$ cat config.mk
export PLATFORM = sky130hd
export DESIGN_NAME = psshiftreg_flat
export DESIGN_NICKNAME = d
export VERILOG_FILES = /design/src/rtl/psshiftreg_pkg.sv /design/src/rtl/psshiftreg_if.sv /design/src/rtl/psshiftreg_grpcounter.sv /design/src/rtl/psshiftreg.sv /design/src/flat_wrapper.sv
export SDC_FILE = /design/constraint.sdc
export NUM_CORES = 1
export LEC_CHECK = 0
export ABC_AREA = 0
export CAP_MARGIN = 10
export CORE_MARGIN = 5
export CORE_UTILIZATION = 39
export DETAILED_ROUTE_END_ITERATION = 8
export GPL_TIMING_DRIVEN = 1
export PLACE_DENSITY = 0.66
export SYNTH_ARGS = -nofsm -noshare
export SYNTH_HDL_FRONTEND = slang
export SYNTH_SLANG_ARGS = --single-unit
$ cat constraint.sdc
create_clock -name clk -period 2 [get_ports clk]
set_clock_uncertainty 0.2 [all_clocks]
set_input_delay 0.3 -clock clk [delete_from_list [all_inputs] [get_ports clk]]
set_output_delay 0.3 -clock clk [all_outputs]
set_load 0.01 [all_outputs]
$ cat src/rtl/psshiftreg_pkg.sv
// Shared types and helpers for the psshiftreg parallel-to-serial shifter.
// Optional feature macro used across this slice: PSSHIFTREG_LAST_EN.
package psshiftreg_pkg;

  typedef enum logic {IDLE = 1'b0, SHIFT = 1'b1} psstate_t;

  // Width of a counter that must hold values 0..m inclusive.
  function automatic int cntw(input int m);
    return $clog2(m + 1);
  endfunction

endpackage

$ cat src/rtl/psshiftreg_if.sv
// Load/stream handshake bundle for psshiftreg.
// PSSHIFTREG_LAST_EN adds sout_last, the final-group marker.
interface psshiftreg_if #(
  parameter int N = 4,
  parameter int M = 2
);
  logic           load_valid;
  logic           load_ready;
  logic [M*N-1:0] din;
  logic [N-1:0]   sout;
  logic           sout_valid;
  logic           sout_ready;
  logic           busy;
`ifdef PSSHIFTREG_LAST_EN
  logic           sout_last;
`endif

  modport slave (
    input  load_valid, din, sout_ready,
    output load_ready, sout, sout_valid, busy
`ifdef PSSHIFTREG_LAST_EN
    , output sout_last
`endif
  );

  modport master (
    output load_valid, din, sout_ready,
    input  load_ready, sout, sout_valid, busy
`ifdef PSSHIFTREG_LAST_EN
    , input sout_last
`endif
  );
endinterface

$ cat src/rtl/psshiftreg_grpcounter.sv
// Loadable down-counter tracking the groups still to be emitted for the current word.
// ld has priority over dec so a back-to-back reload restarts the count at M.
module grpcounter
  import psshiftreg_pkg::*;
#(
  parameter  int M  = 2,
  localparam int CW = cntw(M)
) (
  input  logic          clk,
  input  logic          reset,
  input  logic          ld,
  input  logic          dec,
  output logic [CW-1:0] cnt,
  output logic          last
);

  always_ff @(posedge clk or negedge reset) begin
    if (!reset)   cnt <= '0;
    else if (ld)  cnt <= CW'(M);
    else if (dec) cnt <= cnt - CW'(1);
  end

  assign last = (cnt == CW'(1));

endmodule

$ cat src/rtl/psshiftreg.sv
// Parallel-to-serial shift register: one M*N-bit word in, M N-bit groups out, MSB group first.
// Define PSSHIFTREG_LAST_EN to drive sout_last on the final group of each word.
module psshiftreg
  import psshiftreg_pkg::*;
#(
  parameter int N = 4,
  parameter int M = 2
) (
  input  logic          clk,
  input  logic          reset,
  psshiftreg_if.slave   bus
);

  localparam int W  = M * N;
  localparam int CW = cntw(M);

  psstate_t       state;
  psstate_t       state_nxt;
  logic [W-1:0]   shreg;
  logic [CW-1:0]  cnt;
  logic           last;
  logic           load;
  logic           xfer;
  logic           sout_valid;
  logic           load_ready;
  logic           busy;

  assign load = bus.load_valid & load_ready;
  assign xfer = sout_valid & bus.sout_ready;

  always_ff @(posedge clk or negedge reset) begin
    if (!reset) state <= IDLE;
    else        state <= state_nxt;
  end

  // A word may end and the next one start on the same edge, so load_ready
  // opens in SHIFT only while the final group is actually being taken.
  always_comb begin
    state_nxt  = state;
    sout_valid = 1'b0;
    load_ready = 1'b0;
    busy       = 1'b0;
    case (state)
      IDLE: begin
        load_ready = 1'b1;
        if (bus.load_valid) state_nxt = SHIFT;
      end
      SHIFT: begin
        sout_valid = 1'b1;
        busy       = 1'b1;
        load_ready = last & bus.sout_ready;
        if (last && bus.sout_ready && !bus.load_valid) state_nxt = IDLE;
      end
      default: state_nxt = IDLE;
    endcase
  end

  // Shift stage: load wins over shift, stall holds the current group.
  always_ff @(posedge clk or negedge reset) begin
    if (!reset)    shreg <= '0;
    else if (load) shreg <= bus.din;
    else if (xfer) shreg <= shreg << N;
  end

  grpcounter #(.M(M)) u_grpcounter (
    .clk   (clk),
    .reset (reset),
    .ld    (load),
    .dec   (xfer),
    .cnt   (cnt),
    .last  (last)
  );

  assign bus.sout       = shreg[W-1 -: N];
  assign bus.sout_valid = sout_valid;
  assign bus.load_ready = load_ready;
  assign bus.busy       = busy;
`ifdef PSSHIFTREG_LAST_EN
  assign bus.sout_last  = sout_valid & last;
`endif

endmodule
$ cat src/flat_wrapper.sv
// flat-port wrapper written by rule: the top's interface ports become plain ports
module psshiftreg_flat import psshiftreg_pkg::*;
#(
  parameter int N = 4,
  parameter int M = 2
)
  (clk, reset, bus_load_valid, bus_din, bus_sout_ready, bus_load_ready, bus_sout, bus_sout_valid, bus_busy);
  psshiftreg_if #(.N(N), .M(M)) bus_i ();
  input  logic clk;
  input  logic reset;
  input wire logic [$bits(bus_i.load_valid)-1:0] bus_load_valid;
  input wire logic [$bits(bus_i.din)-1:0] bus_din;
  input wire logic [$bits(bus_i.sout_ready)-1:0] bus_sout_ready;
  output wire logic [$bits(bus_i.load_ready)-1:0] bus_load_ready;
  output wire logic [$bits(bus_i.sout)-1:0] bus_sout;
  output wire logic [$bits(bus_i.sout_valid)-1:0] bus_sout_valid;
  output wire logic [$bits(bus_i.busy)-1:0] bus_busy;
  assign bus_i.load_valid = bus_load_valid;
  assign bus_i.din = bus_din;
  assign bus_i.sout_ready = bus_sout_ready;
  assign bus_load_ready = bus_i.load_ready;
  assign bus_sout = bus_i.sout;
  assign bus_sout_valid = bus_i.sout_valid;
  assign bus_busy = bus_i.busy;
  psshiftreg #(.N(N), .M(M)) u_core (.clk(clk), .reset(reset), .bus(bus_i));
endmodule
==> impl_metrics.toml <==
[route]
vias = 514
first_pass_iters = 3
drcViolationCount = 0
drt_iter0_drc = 3
ant_nets = 0
wl_um = 1287
wire_per_inst_um = 13.00
vias_per_cell = 5.192

[timing]
finalSetupViolations = 0
worst_pin_slew_ns = 0.4902
layout_setup_ws_ns = 0.1596
holdWs_ns = 0.1692
rsz0062_at_grt = "false"
fin_crit_sh_pct = 92.02
fin_tns_setup_ns = 0
final_hold_viol_count = 0
relSlewSlack_pct = 67.22
post-route-min-period_ns = 1.840
report.final.slew_viol_count = 0
clock.fmax_ghz = 0.5434

[grt]
grt_overflow = 0
grt_pass1_vias = 486
grt_usage_pct = 11.04
grt_pass1_wl_um = 2235
grt_max_degree = 17
antenna_found_initial = 0

[place]
port_buffers = 18
place_ws_ns = 0.03807
gp_congestion = 0.7031
hpwl_um = 1002

[clock_tree]
cts_buffer_depth = 2
cts_tree = "done"
cts.clk_slew.worst_paths_ns = 0.07
clkSinkCount = 11
cts_setup_buffers = 0
cts_buffers = 3
cts_root_buffer = "clkbuf_4"
worstSkewPairLatency_ns = 0.26
cts-resized-gates = 1
h-tree-depth = 1
cts_hold_buf = 0

[cells_and_area]
multi_input_area_um2 = 315.3
final-seq-area_um2 = 275.3
n_fill_cell = 161
final_common_cell = "clkdlybuf4s50_1"
fin_util_pct = 51.76
n_antenna_cell = 0
final_cell_mix = "clkdlybuf4s50_1, dfrtp_1, o22ai_1"
fin_nets = 96
drive_gt1_share_pct = 18.29
synthToLayoutAreaGrowth_pct = 29.40

[power_and_ir_drop]
leakagePower_nw = 0.4175
total_power_w = 0.0009801
pwr_density_cell_nw_per_um2 = 1134
vdd_drop_max_uv = 496.6

[critical_path]
crit-reg2reg-launch = "u_core.u_grpcounter.cnt[0]$_DFFE_PN0P_"
r2r_cells = 5
critical_path_class = "reg2out"
rrSetupSlack_ns = 0.42
worst_setup_path_start_kind = "register"
crit_required_ns = 1.50
endpoint_kind = "primary output"
crit_arrival_ns = 1.34
r2r_end = "u_core.shreg[4]$_DFFE_PN0P_"
crit_fanout = 4

[status]
status = "complete, no violations"

[yosys]
syn_nets = 76
synth-simple-area-share_pct = 11.42
synthCells = 63
synth_adder_area_share_pct = 1.873
synthMuxAreaShare_pct = 14.98
ys_ff_latch = 11
synth-compound-area-share_pct = 18.91
synthXorXnorAreaFrac_pct = 0
synth_cell_type_count = 22
ys_warn_count = 0
syn_area_per_cell_um2 = 10.61
syn-cell-area_um2 = 668.1
synth-seq-area-share_pct = 41.20
synth_top_family_by_area = "compound AO/OA/AOI/OAI gates"

[floorplanning]
ioPinCount = 19
core_um2 = 1670
die_width_um = 51.39
die_y_um = 51.39
initial_core_util_pct = 40.00
dieArea_um2 = 2641
rows = 15

[hold_path]
hold_path_class = "in2async"

[run]
maxCapViolCount = 0
[cell type report]
class / instances / share of cell area (%)
Clock buffer: 4 / 3.039
Timing Repair Buffer: 23 / 25.04
Sequential cell: 11 / 31.84
Inverter: 2 / 1.158
Tap cell: 17 / 2.460
Multi-Input combinational cell: 42 / 36.47
[where the power goes]
group	internal [W]	total, W	switching (W)	leakage [nW]
Sequential	0.000300	0.000358	0.0000582	0.135
Combinational	0.000280	0.000475	0.000195	0.267
Clock	0.0000769	0.000147	0.0000700	0.0150
Total	0.000657	0.000980	0.000323	0.417
[sequential cells by signal, indices dropped and copies added (netlist names)]
register / cells
u_core.u_grpcounter.cnt: 2
u_core.shreg: 8
u_core.state: 1
[metrics by stage]
stage | std cells | cell area (um^2)
final | 99 | 864.6
after global placement | 95 | 839.6
after floorplan | 63 | 668.1
after CTS | 99 | 864.6
after global routing | 99 | 864.6
after detailed placement | 95 | 839.6
[Yosys cell counts (all sizes together)]
cell type  count  area (um^2)
a21oi          5        28.78
a22o           4        35.03
a22oi          1        7.510
buf            8        67.56
dfrtp         11        275.3
ha             1        12.51
inv            2        10.01
mux2           5        60.05
mux2i          4        40.04
nand2          5        18.77
nand2b         1        6.260
nor2b          1        6.260
nor3b          1        7.510
o21a           1        7.510
o21ai          2        10.00
o22ai          6        37.54
or2b           5        37.54
[worst max-delay path, stage by stage, from the launching register on]
cell,delay (ns)
dfrtp_1,0.42
ha_1,0.23
nand2_1,0.09
nand2_1,0.07
dlygate4sd2_1,0.29
[layer usage]
layer | global-route usage (%) | up-vias | part of all wire [%]
met5 | 0 | - | 0
met4 | 5.240 | 0 | 1.2
met3 | 2.332 | 2 | 4.7
met2 | 16.53 | 10 | 48
met1 | 14.98 | 242 | 46
li1 | - | 260 | -
[how the worst max path moves through the flow]
stage,from,slack (ns),endpoint
after floorplan,u_core.u_grpcounter.cnt[0]$_DFFE_PN0P_,0.59,u_core.u_grpcounter.cnt[1]$_DFFE_PN0P_
after global placement,bus_sout_ready,0.05,bus_load_ready
after detailed placement,bus_sout_ready,0.04,bus_load_ready
after CTS,u_core.u_grpcounter.cnt[0]$_DFFE_PN0P_,0.14,bus_load_ready
after global routing,u_core.u_grpcounter.cnt[0]$_DFFE_PN0P_,0.07,bus_load_ready
final,u_core.u_grpcounter.cnt[0]$_DFFE_PN0P_,0.16,bus_load_ready
[cell families after synthesis]
family | count (synthesis)
compound gates | 19
fa+ha+maj | 1
buf+inv | 10
flops | 11
mux | 9
simple gates | 13
(Power assumes the default switching activity.)
